--- config.mk ---
export PLATFORM = sky130hd
export DESIGN_NAME = store_unit
export DESIGN_NICKNAME = d
export VERILOG_FILES = /design/src/rtl/store_unit.sv
export SDC_FILE = /design/constraint.sdc
export NUM_CORES = 1
export LEC_CHECK = 0
export BUFFER_PORTS_ARGS = -buffer_cell sky130_fd_sc_hd__buf_2
export CAP_MARGIN = 10
export CORE_MARGIN = 10
export CORE_UTILIZATION = 49
export DETAILED_ROUTE_END_ITERATION = 10
export PLACE_DENSITY = 0.8
export SYNTH_ARGS = -nofsm -noshare
export SYNTH_HDL_FRONTEND = slang
export SYNTH_SLANG_ARGS = --single-unit
--- constraint.sdc ---
create_clock -name clock -period 3.2 [get_ports clock]
set_input_delay 0.32 -clock clock [delete_from_list [all_inputs] [get_ports clock]]
set_output_delay 0.32 -clock clock [all_outputs]
set_load 0.05 [all_outputs]
--- src/rtl/store_unit.sv ---
// Store unit: turns byte/halfword/word stores into lane-positioned memory write beats.
// Define STORE_UNIT_SPLIT_EN to accept misaligned stores (word-crossing ones take two beats).
module store_unit (
  input  logic        clock,
  input  logic        reset,
  input  logic        req_valid,
  output logic        req_ready,
  input  logic [31:0] req_addr,
  input  logic [31:0] req_data,
  input  logic [1:0]  req_size,
  output logic        mem_valid,
  input  logic        mem_ready,
  output logic [31:0] mem_addr,
  output logic [31:0] mem_wdata,
  output logic [3:0]  mem_be,
  output logic        done,
  output logic        err
);

`ifdef STORE_UNIT_SPLIT_EN
  localparam bit SPLIT_EN = 1'b1;
`else
  localparam bit SPLIT_EN = 1'b0;
`endif

  typedef enum logic [1:0] {IDLE, BEAT0, BEAT1, FAIL} state_t;

  state_t      state_q, state_d;
  logic [31:0] addr_q, addr_d;
  logic [31:0] data_q, data_d;
  logic [1:0]  size_q, size_d;
  logic        mem_valid_q, mem_valid_d;
  logic [31:0] mem_addr_q, mem_addr_d;
  logic [31:0] mem_wdata_q, mem_wdata_d;
  logic [3:0]  mem_be_q, mem_be_d;
  logic        done_q, done_d;
  logic        err_q, err_d;

  logic [3:0]  req_mask, st_mask;
  logic [1:0]  req_off, st_off;
  logic        misaligned, illegal, need_beat1;
  logic [3:0]  st_be_hi;
  logic [31:0] st_wdata_hi;

  function automatic logic [3:0] size_mask(input logic [1:0] size);
    case (size)
      2'b00:   size_mask = 4'h1;
      2'b01:   size_mask = 4'h3;
      2'b10:   size_mask = 4'hF;
      default: size_mask = 4'h0;
    endcase
  endfunction

  assign req_ready = (state_q == IDLE);
  assign mem_valid = mem_valid_q;
  assign mem_addr  = mem_addr_q;
  assign mem_wdata = mem_wdata_q;
  assign mem_be    = mem_be_q;
  assign done      = done_q;
  assign err       = err_q;

  always_comb begin
    req_off    = req_addr[1:0];
    req_mask   = size_mask(req_size);
    misaligned = ((req_size == 2'b01) && req_off[0]) || ((req_size == 2'b10) && (req_off != 2'b00));
    illegal    = (req_size == 2'b11) || (!SPLIT_EN && misaligned);

    // Second-beat lanes are the bits that spill past byte 3 of the shifted store.
    st_off      = addr_q[1:0];
    st_mask     = size_mask(size_q);
    st_be_hi    = st_mask >> (3'd4 - {1'b0, st_off});
    st_wdata_hi = data_q >> (6'd32 - {1'b0, st_off, 3'b000});
    need_beat1  = SPLIT_EN && (st_be_hi != 4'h0);

    state_d     = state_q;
    addr_d      = addr_q;
    data_d      = data_q;
    size_d      = size_q;
    mem_valid_d = mem_valid_q;
    mem_addr_d  = mem_addr_q;
    mem_wdata_d = mem_wdata_q;
    mem_be_d    = mem_be_q;
    done_d      = 1'b0;
    err_d       = 1'b0;

    case (state_q)
      IDLE: begin
        if (req_valid) begin
          addr_d = req_addr;
          data_d = req_data;
          size_d = req_size;
          if (illegal) begin
            state_d = FAIL;
            err_d   = 1'b1;
          end else begin
            state_d     = BEAT0;
            mem_valid_d = 1'b1;
            mem_addr_d  = {req_addr[31:2], 2'b00};
            mem_wdata_d = req_data << {req_off, 3'b000};
            mem_be_d    = req_mask << req_off;
          end
        end
      end
      BEAT0: begin
        if (mem_ready) begin
          if (need_beat1) begin
            state_d     = BEAT1;
            mem_addr_d  = {addr_q[31:2], 2'b00} + 32'd4;
            mem_wdata_d = st_wdata_hi;
            mem_be_d    = st_be_hi;
          end else begin
            state_d     = IDLE;
            mem_valid_d = 1'b0;
            mem_addr_d  = 32'h0;
            mem_wdata_d = 32'h0;
            mem_be_d    = 4'h0;
            done_d      = 1'b1;
          end
        end
      end
      BEAT1: begin
        if (mem_ready) begin
          state_d     = IDLE;
          mem_valid_d = 1'b0;
          mem_addr_d  = 32'h0;
          mem_wdata_d = 32'h0;
          mem_be_d    = 4'h0;
          done_d      = 1'b1;
        end
      end
      default: state_d = IDLE;
    endcase
  end

  always_ff @(posedge clock or negedge reset) begin
    if (!reset) begin
      state_q     <= IDLE;
      addr_q      <= 32'h0;
      data_q      <= 32'h0;
      size_q      <= 2'b00;
      mem_valid_q <= 1'b0;
      mem_addr_q  <= 32'h0;
      mem_wdata_q <= 32'h0;
      mem_be_q    <= 4'h0;
      done_q      <= 1'b0;
      err_q       <= 1'b0;
    end else begin
      state_q     <= state_d;
      addr_q      <= addr_d;
      data_q      <= data_d;
      size_q      <= size_d;
      mem_valid_q <= mem_valid_d;
      mem_addr_q  <= mem_addr_d;
      mem_wdata_q <= mem_wdata_d;
      mem_be_q    <= mem_be_d;
      done_q      <= done_d;
      err_q       <= err_d;
    end
  end

endmodule

==> results of run 1 <==
[worst paths after layout]
check	slack (ns)	to	cells after the start	startpoint
setup / recovery	0.56	mem_wdata[14]$_DFFE_PN0P_	6	state_q[1]$_DFFE_PN0P_
hold / removal	0.09	mem_wdata[15]$_DFFE_PN0P_	1	reset
setup reg to reg	0.56	mem_wdata[14]$_DFFE_PN0P_	6	state_q[1]$_DFFE_PN0P_
hold reg to reg	0.50	mem_addr[6]$_DFFE_PN0P_	1	mem_addr[6]$_DFFE_PN0P_
max in group asynchronous	2.50	mem_wdata[4]$_DFFE_PN0P_	1	reset
min in group clock	0.22	done$_DFF_PN0_	2	mem_ready
[placed cells by master, fill, tap and decap left out, types with 4 or more instances in the layout]
| cell type | count |
|---|---|
| buf_2 | 138 |
| dfrtp_1 | 71 |
| mux2_2 | 37 |
| mux2i_1 | 34 |
| nor2b_1 | 31 |
| nor2_1 | 20 |
| mux2_4 | 20 |
| inv_1 | 13 |
| clkbuf_8 | 11 |
| o22ai_1 | 8 |
| a2bb2oi_1 | 8 |
| nand2_1 | 8 |
| ha_1 | 6 |
| buf_4 | 5 |
| nand2b_1 | 4 |
[cells by family after synthesis]
family / count (synthesis) / synth area share (%)
adder cells (fa/ha/maj): 6 / 2.05
AO/OA/AOI/OAI: 27 / 5.38
flip-flops: 71 / 48.6
multiplexers: 91 / 28.9
AND/OR/NAND/NOR: 70 / 9.97
other: 1 / 0.103
buffers and inverters: 37 / 4.93
[cell type report]
cell class                 instances  area (um2)  area share [%]
sequential                        71        1780            38.8
multi-input combinational        196        1710            37.2
timing repair buffer             143         728            15.9
clock buffer                      11         151            3.30
tap                               99         124            2.70
inverter                          13        48.8            1.06
clock inverter                     4        45.0           0.983
antenna                            1        2.50          0.0546
[metrics by stage]
stage                     std cells  power, W  hold WS (ns)
after floorplan                 304   0.00444        0.0244
after global placement          522   0.00510         0.485
after detailed placement        522   0.00519         0.486
after CTS                       537   0.00591         0.135
after global routing            538   0.00618         0.171
final                           538   0.00584        0.0892
[registers in the layout, indices dropped and copies added (netlist names)]
| register | count |
|---|---|
| mem_valid | 1 |
| err | 1 |
| mem_addr | 30 |
| mem_wdata | 32 |
| state_q | 2 |
| done | 1 |
| mem_be | 4 |
[power by group]
group	total [W]	internal, W	switching (W)
logic	0.00365	0.00125	0.00240
registers	0.00148	0.00130	0.000187
clock network	0.000712	0.000394	0.000318
[critical path, cell delays in order (launching register included)]
cell and delay [ns]:
dfrtp_1 0.39, inv_1 0.06, ha_1 0.17, inv_1 0.08, nor3_1 0.45, or3_4 0.89
mux2_2 0.42
[routing by layer]
layer  vias to the layer above  share of wire, %
met1                      1326                42
li1                       1295                 -
met3                        23               6.4
met2                        89                49
met5                         -             0.083
met4                         2               2.5
==> results by group, run 1 <==
Outcome
  • Outcome: finished clean

Placement
  • Placed cell area: 4380 um2
  • Place WS: 0.522 ns
  • Post-DP HPWL: 7250 um
  • Final GP Congestion: 0.862
  • Port bufs: 139

Floorplan
  • Core area: 7250 um2
  • Die height: 106 um
  • Top Ports: 142
  • Initial Utilization: 50.4%
  • DIE WIDTH: 106 um
  • Site row count: 31
  • Full die area: 11300 um2

STA
  • Final hold violation count: 0
  • Final min period: 2.64 ns
  • Worst rel slew slack: 31.0%
  • RSZ-0062 raised after global routing: false
  • Worst-margin pin slew: 1.03 ns
  • Fin Setup TNS: 0 ns
  • Setup Skew: 0.00879 ns
  • Fmax: 0.379 GHz
  • Final worst setup slack: 0.562 ns
  • Tcrit/Tclk final: 82.4%
  • Final setup vio count: 0
  • Slew Limit Fails: 0

Worst setup path
  • Worst endpoint required time: 3.42 ns
  • Critical path launch point type: flip-flop
  • Crit-path max FO: 67
  • Crit path DAT: 2.86 ns
  • CP Class: flip-flop to flip-flop
  • CP Capture Type: flip-flop

Logic synthesis
  • Seq cells post-synth: 71
  • Sequential-to-total area share from yosys stat: 48.6%
  • Cell taking the most area after synthesis: dfrtp_1
  • Yosys warns: 0
  • Avg Inst Size Synth: 12.1 um2
  • Most common cell in the synthesized netlist: dfrtp_1
  • Synth cell types: 28
  • Post-synthesis async set-or-reset flop share: 100%
  • Number of flops mapped to enable cells by yosys: 0
  • Post-synthesis cell count: 303
  • Synth Flop Type: dfrtp_1
  • Synth area leaders: dfrtp_1 (49%), mux2_2 (11%), mux2i_1 (9.3%)
  • Share of the synthesized area in the top cell type: 48.6%
  • Mapped cell area: 3650 um2
  • Most frequent cells after synthesis: dfrtp_1 (71), mux2_2 (37), mux2i_1 (34)

Detailed routing
  • DR vias/cell: 5.08
  • First-pass DRT Iterations: 4
  • Final ANT Viol Nets: 0
  • Vias: 2735
  • Starting DRT DRC Count: 116
  • Routed WL: 9590 um
  • # DRC: 0
  • WL/cell: 17.8 um

Layout
  • Syn-to-layout area delta: 25.4%
  • Share of layout cells above drive strength 1: 49.8%
  • Fillers: 618
  • Utilization after layout: 63.2%
  • NumNets Final: 510
  • Fin area: 4580 um2

Clocking
  • H-tree Lvls: 3
  • Post-CTS Setup Bufs: 0
  • Clock buffer depth: 2
  • Hold buffer count at cts: 0
  • Clock latency at the later pin of the worst-skew pair: 0.34 ns
  • Clk slew on worst S/H paths: 0.08 ns
  • Post-CTS Resized: 0
  • CTS buffer count: 9
  • Clk sinks: 71
  • Clock root buffer: clkbuf_8
  • CTS tree: yes

GRT
  • Final global-route overflow total: 0
  • Met2 Resource Use GR: 27.2%
  • Total track usage: 16.9%
  • First-pass GRT wire length: 15400 um
  • GR Util met1: 20.3%
  • Most used routing layer: met2
  • Antenna violations before repair: 2
  • Pin count of the biggest net entering global routing: 72
  • Number of global-route vias before repair: 2883
  • M3 GR Usage: 5.31%

Pwr
  • Peak VDD IR: 0.000764 V
  • Pwr dens: 1280 nW/um2
  • Leakage Power: 2.51 nW

Run
  • Number of max-cap violations: 0

Hold path
  • Hold Crit Class: primary input to asynchronous set/reset pin
Power figures use the tool's default switching activity.
==> run 2, diff against run 1 <==
--- a/config.mk
+++ b/config.mk
@@ -8,9 +8,9 @@
 export BUFFER_PORTS_ARGS = -buffer_cell sky130_fd_sc_hd__buf_2
 export CAP_MARGIN = 10
 export CORE_MARGIN = 10
-export CORE_UTILIZATION = 49
+export CORE_UTILIZATION = 44
 export DETAILED_ROUTE_END_ITERATION = 10
-export PLACE_DENSITY = 0.8
+export PLACE_DENSITY = 0.76
 export SYNTH_ARGS = -nofsm -noshare
 export SYNTH_HDL_FRONTEND = slang
 export SYNTH_SLANG_ARGS = --single-unit
==> constraint.sdc (replaced) <==
create_clock -name clock -period 2.3 [get_ports clock]
set_input_delay 0.23 -clock clock [delete_from_list [all_inputs] [get_ports clock]]
set_output_delay 0.23 -clock clock [all_outputs]
set_load 0.05 [all_outputs]
==> results by group, run 2 (same netlist as run 1, synthesis figures left out) <==
Outcome
  • Outcome: complete, but fails checks
  • Failing checks: hold timing

Floorplan
  • Die height: 111 um (+4.5%)
  • Full die area: 12300 um2 (+9.2%)
  • Site row count: 33 (+6.5%)
  • DIE WIDTH: 111 um (+4.5%)
  • Initial Utilization: 44.9% (-5.5 points)
  • Top Ports: 142 (unchanged)
  • Core area: 8130 um2 (+12%)

STA
  • Slew Limit Fails: 0 (unchanged)
  • Worst-margin pin slew: 0.903 ns (-0.132 ns)
  • Fin Hold WS: -0.00525 ns (-0.0944 ns)
  • Worst rel slew slack: 39.8% (+8.8 points)
  • RSZ-0062 raised after global routing: false
  • Final min period: 2.17 ns (-0.463 ns)
  • Final setup vio count: 0 (unchanged)
  • Fmax: 0.460 GHz (+21%)
  • Fin Setup TNS: 0 ns (unchanged)
  • Setup Skew: 0.00721 ns (-0.00158 ns)
  • Tcrit/Tclk final: 94.6% (+12 points)
  • Final hold violation count: 6 (+6)

Detailed routing
  • # DRC: 0 (unchanged)
  • Final ANT Viol Nets: 0 (unchanged)
  • Starting DRT DRC Count: 180 (+55%)
  • WL/cell: 17.9 um (+0.21%)
  • Routed WL: 9790 um (+2.1%)
  • DR vias/cell: 4.97 (-2.2%)
  • First-pass DRT Iterations: 4 (unchanged)
  • Vias: 2724 (-0.40%)

Placement
  • Final GP Congestion: 0.796 (-7.6%)
  • Port bufs: 139 (unchanged)
  • Placed cell area: 4430 um2 (+1.0%)
  • Post-DP HPWL: 7520 um (+3.6%)

Worst setup path
  • Crit-path max FO: 50 (-25%)
  • CP Capture Type: flip-flop
  • Critical path launch point type: flip-flop
  • Reg2reg path depth: 7 (+1)
  • Reg-to-reg critical path startpoint: state_q[1]$_DFFE_PN0P_
  • CP Class: flip-flop to flip-flop
  • FF-to-FF setup slack: 0.13 ns (-0.44 ns)
  • R2R Path End: mem_addr[26]$_DFFE_PN0P_
  • Crit path DAT: 2.39 ns (-0.47 ns)
  • Worst endpoint required time: 2.52 ns (-0.90 ns)

Layout
  • Share of layout cells above drive strength 1: 50.7% (+0.91 points)
  • NumNets Final: 513 (+0.59%)
  • Syn-to-layout area delta: 27.3%
  • Most common cell after layout, fill and taps aside: buf_2
  • Fin area: 4650 um2 (+1.5%)
  • Most frequent cells in the layout: buf_2 (138), dfrtp_1 (71), mux2_2 (37)
  • Fillers: 718 (+16%)
  • Max reg flops: 32 (unchanged)

Pwr
  • Sw Share: 49.5% (-0.22 points)
  • Comb pwr share: 62.1% (-0.4 points)
  • Sequential Power Share: 24.8% (-0.6 points)
  • Net switching power: 0.00412 W (+42%)
  • Clock share of power: 13.0% (+0.8 points)
  • Internal: 0.00421 W (+43%)
  • Pwr dens: 1790 nW/um2 (+40%)
  • Leakage Power: 2.53 nW (+0.63%)
  • Peak VDD IR: 0.000713 V (-6.6%)

Clocking
  • H-tree Lvls: 3 (unchanged)
  • Clock root buffer: clkbuf_8
  • Clk slew on worst S/H paths: 0.08 ns (about the same)
  • CTS buffer count: 9 (unchanged)
  • Clock buffer depth: 2 (unchanged)
  • Clock latency at the later pin of the worst-skew pair: 0.34 ns (about the same)
  • Post-CTS Resized: 0 (unchanged)
  • CTS tree: yes
  • Clk sinks: 71 (unchanged)
  • Post-CTS Setup Bufs: 0 (unchanged)
  • Hold buffer count at cts: 0 (unchanged)

GRT
  • Total track usage: 15.7% (-1.2 points)
  • Final global-route overflow total: 0 (unchanged)
  • Number of global-route vias before repair: 2958 (+2.6%)
  • Antenna violations before repair: 2 (unchanged)
  • First-pass GRT wire length: 15900 um (+3.6%)
  • Pin count of the biggest net entering global routing: 72 (unchanged)

Run
  • Number of max-cap violations: 0 (unchanged)

Hold path
  • Hold Crit Class: primary input to asynchronous set/reset pin
## run 2: cell type report
class	count	area [um2]	area share (%)
multi-input combinational	196	1720	36.9
tap	105	131	2.82
timing repair buffer	146	763	16.4
clock inverter	6	85.1	1.83
inverter	13	48.8	1.05
sequential	71	1780	38.2
antenna	1	2.50	0.0538
clock buffer	10	128	2.74
## run 2: power groups by stage
stage	registers (W)	clock network [W]	logic, W
4_1_cts	0.00208	0.00111	0.00524
5_1_grt	0.00214	0.00117	0.00551
3_5_place_dp	0.00210	0	0.00524
2_1_floorplan	0.00385	0	0.00234
3_3_place_gp	0.00206	0	0.00512
6_report	0.00207	0.00108	0.00518
## run 2: worst max path at each step
stage / from / to / slack (ns)
floorplan: state_q[0]$_DFFE_PN0P_ / mem_addr[16]$_DFFE_PN0P_ / 0.05
global placement: state_q[0]$_DFFE_PN0P_ / mem_wdata[7]$_DFFE_PN0P_ / 0.18
detailed placement: state_q[1]$_DFFE_PN0P_ / mem_wdata[12]$_DFFE_PN0P_ / 0.1
CTS: state_q[1]$_DFFE_PN0P_ / mem_wdata[12]$_DFFE_PN0P_ / 0.08
global route: state_q[1]$_DFFE_PN0P_ / mem_addr[30]$_DFFE_PN0P_ / 0.02
finish: state_q[1]$_DFFE_PN0P_ / mem_addr[26]$_DFFE_PN0P_ / 0.13
## run 2: layer usage
metal	global-route usage [%]	wire length, um
met2	25.0	4870
met4	6.00	166
met3	5.36	714
met5	0	8
met1	19.2	4030
## run 2: through the flow
step                util [%]  setup WS, ns  instances  power, W
finish                  57.2         0.125        548   0.00833
global route            57.2        0.0180        548   0.00883
CTS                     57.1        0.0812        547   0.00842
detailed placement      54.4        0.0978        531   0.00733
global placement        54.4         0.180        531   0.00719
floorplan                  -        0.0477        304   0.00619
## run 2: critical path, stage by stage, from the launching register on
cell,delay (ns)
dfrtp_1,0.37
inv_1,0.06
ha_2,0.34
buf_4,0.25
nor2_1,0.11
or3_4,0.36
buf_12,0.22
mux2_4,0.33
==> run 3, diff against run 2 <==
==> constraint.sdc (replaced) <==
create_clock -name clock -period 2.3 [get_ports clock]
set_input_delay 0.23 -clock clock [delete_from_list [all_inputs] [get_ports clock]]
set_output_delay 0.23 -clock clock [all_outputs]
set_load 0.01 [all_outputs]
==> results by group, run 3 (same netlist as run 1, synthesis figures left out) <==
Outcome
  • Outcome: complete, but fails checks
  • Failing checks: hold timing

Placement
  • Post-DP HPWL: 7370 um (-2.0%)
  • Place WS: 0.0659 ns (-0.0319 ns)
  • Final GP Congestion: 0.848 (+6.5%)
  • Port bufs: 139 (unchanged)

Hold path
  • Hold Crit Class: primary input to asynchronous set/reset pin

STA
  • Slew Limit Fails: 0 (unchanged)
  • Final worst setup slack: 0.133 ns (+0.00783 ns)
  • Final hold violation count: 11 (+5)
  • Fin Hold WS: -0.00537 ns (-0.000116 ns)
  • Final min period: 2.17 ns (-0.00783 ns)
  • Worst rel slew slack: 41.5% (+1.7 points)
  • RSZ-0062 raised after global routing: false
  • Tcrit/Tclk final: 94.2% (-0.34 points)
  • Fmax: 0.461 GHz (+0.36%)
  • Fin Setup TNS: 0 ns (unchanged)
  • Worst-margin pin slew: 0.878 ns (-0.0250 ns)
  • Final setup vio count: 0 (unchanged)
  • Setup Skew: 0.00988 ns (+0.00266 ns)

Pwr
  • Leakage Power: 2.53 nW (+0.16%)
  • Pwr dens: 1440 nW/um2 (-20%)
  • Peak VDD IR: 0.000617 V (-13%)

Clocking
  • Clk sinks: 71 (unchanged)
  • Clock latency at the later pin of the worst-skew pair: 0.33 ns (about the same)
  • H-tree Lvls: 3 (unchanged)
  • Post-CTS Setup Bufs: 0 (unchanged)
  • CTS buffer count: 9 (unchanged)
  • Clock buffer depth: 2 (unchanged)
  • Clk slew on worst S/H paths: 0.08 ns (about the same)
  • CTS tree: yes
  • Clock root buffer: clkbuf_8

GRT
  • Antenna violations before repair: 2 (unchanged)
  • Pin count of the biggest net entering global routing: 72 (unchanged)
  • Number of global-route vias before repair: 2908 (-1.7%)
  • Final global-route overflow total: 0 (unchanged)
  • Total track usage: 15.2% (-0.51 points)
  • First-pass GRT wire length: 15500 um (-2.7%)

Layout
  • NumNets Final: 513 (unchanged)
  • Max reg flops: 32 (unchanged)
  • Most frequent cells in the layout: buf_2 (138), dfrtp_1 (71), mux2_2 (37)
  • Most common cell after layout, fill and taps aside: buf_2
  • Share of layout cells above drive strength 1: 50.3% (-0.34 points)
  • Syn-to-layout area delta: 27.1%
  • Fillers: 706 (-1.7%)

Worst setup path
  • CP Capture Type: flip-flop
  • Reg2reg path depth: 7 (unchanged)
  • CP Class: flip-flop to flip-flop
  • Reg-to-reg critical path startpoint: state_q[0]$_DFFE_PN0P_
  • Worst endpoint required time: 2.52 ns (about the same)
  • Critical path launch point type: flip-flop
  • FF-to-FF setup slack: 0.13 ns (about the same)
  • R2R Path End: mem_addr[20]$_DFFE_PN0P_
  • Crit-path max FO: 25 (-50%)
  • Crit path DAT: 2.39 ns (about the same)

Floorplan
  • Top Ports: 142 (unchanged)
  • DIE WIDTH: 111 um (unchanged)
  • Full die area: 12300 um2 (unchanged)
  • Core area: 8130 um2 (unchanged)
  • Initial Utilization: 44.9% (unchanged)
  • Die height: 111 um (unchanged)
  • Site row count: 33 (unchanged)

Detailed routing
  • Routed WL: 9590 um (-2.1%)
  • Vias: 2692 (-1.2%)
  • DR vias/cell: 4.92 (-0.99%)
  • Starting DRT DRC Count: 137 (-24%)
  • First-pass DRT Iterations: 4 (unchanged)
  • Final ANT Viol Nets: 0 (unchanged)
  • # DRC: 0 (unchanged)
  • WL/cell: 17.5 um (-1.9%)

Run
  • Number of max-cap violations: 0 (unchanged)
[run 3: changes by cell type in the layout (fill, tap and decap cells not counted), sizes merged]
cell      change
clkbuf        -1
clkinv        +1
clkinvlp      -1
[run 3: per-stage QoR]
step | hold slack (ns) | instance area (um2) | total power [W] | std cells | utilization (%)
after floorplan | -0.0656 | 3660 | 0.00460 | 304 | -
after global placement | 0.403 | 4430 | 0.00557 | 531 | 54.4
after detailed placement | 0.414 | 4430 | 0.00570 | 531 | 54.4
after CTS | 0.0400 | 4640 | 0.00678 | 546 | 57.0
after global routing | 0.0708 | 4640 | 0.00715 | 547 | 57.1
final | -0.00537 | 4640 | 0.00668 | 547 | 57.1
[run 3: cell type report]
cell class | count | area (um2) | area share [%]
sequential | 71 | 1780 | 38.3
multi-input combinational | 196 | 1710 | 36.8
timing repair buffer | 146 | 763 | 16.4
tap | 105 | 131 | 2.83
clock buffer | 9 | 124 | 2.67
clock inverter | 6 | 86.3 | 1.86
inverter | 13 | 48.8 | 1.05
antenna | 1 | 2.50 | 0.0539
[run 3: critical path, stage by stage (launching register included)]
cell and delay (ns):
dfrtp_1 0.34, inv_1 0.04, ha_1 0.33, nand2b_1 0.17
o21ai_1 0.16, or3_4 0.41, buf_4 0.26, mux2_4 0.33
[run 3: how the worst max path moves through the flow]
stage                                      start                       end  slack [ns]
after CTS                 state_q[0]$_DFFE_PN0P_  mem_addr[20]$_DFFE_PN0P_        0.05
final                     state_q[0]$_DFFE_PN0P_  mem_addr[20]$_DFFE_PN0P_        0.13
after floorplan           state_q[0]$_DFFE_PN0P_  mem_addr[16]$_DFFE_PN0P_        0.08
after global placement    state_q[0]$_DFFE_PN0P_  mem_addr[19]$_DFFE_PN0P_        0.20
after detailed placement  state_q[0]$_DFFE_PN0P_  mem_addr[20]$_DFFE_PN0P_        0.07
after global routing      state_q[1]$_DFFE_PN0P_  mem_addr[18]$_DFFE_PN0P_        0.04
[run 3: power breakdown]
group	internal (W)	switching (W)	leakage (nW)
Sequential	0.00180	0.000258	0.923
Combinational	0.00179	0.00177	1.50
Clock	0.000603	0.000455	0.105
[run 3: metal layers]
metal  wire length [um]  vias to the layer above  global-route usage [%]
met5                  7                        -                       0
met4                139                        2                    5.48
met3                658                       15                    5.19
met2               4770                       78                    24.9
met1               4020                     1292                    18.1
li1                   -                     1305                       -
[run 3: repair_timing]
| item | CTS | global route |
|---|---|---|
| endpoints found under the setup margin | 0 | 52 |
| gates resized for setup | 0 | 2 |
| hold buffers | 0 | 0 |
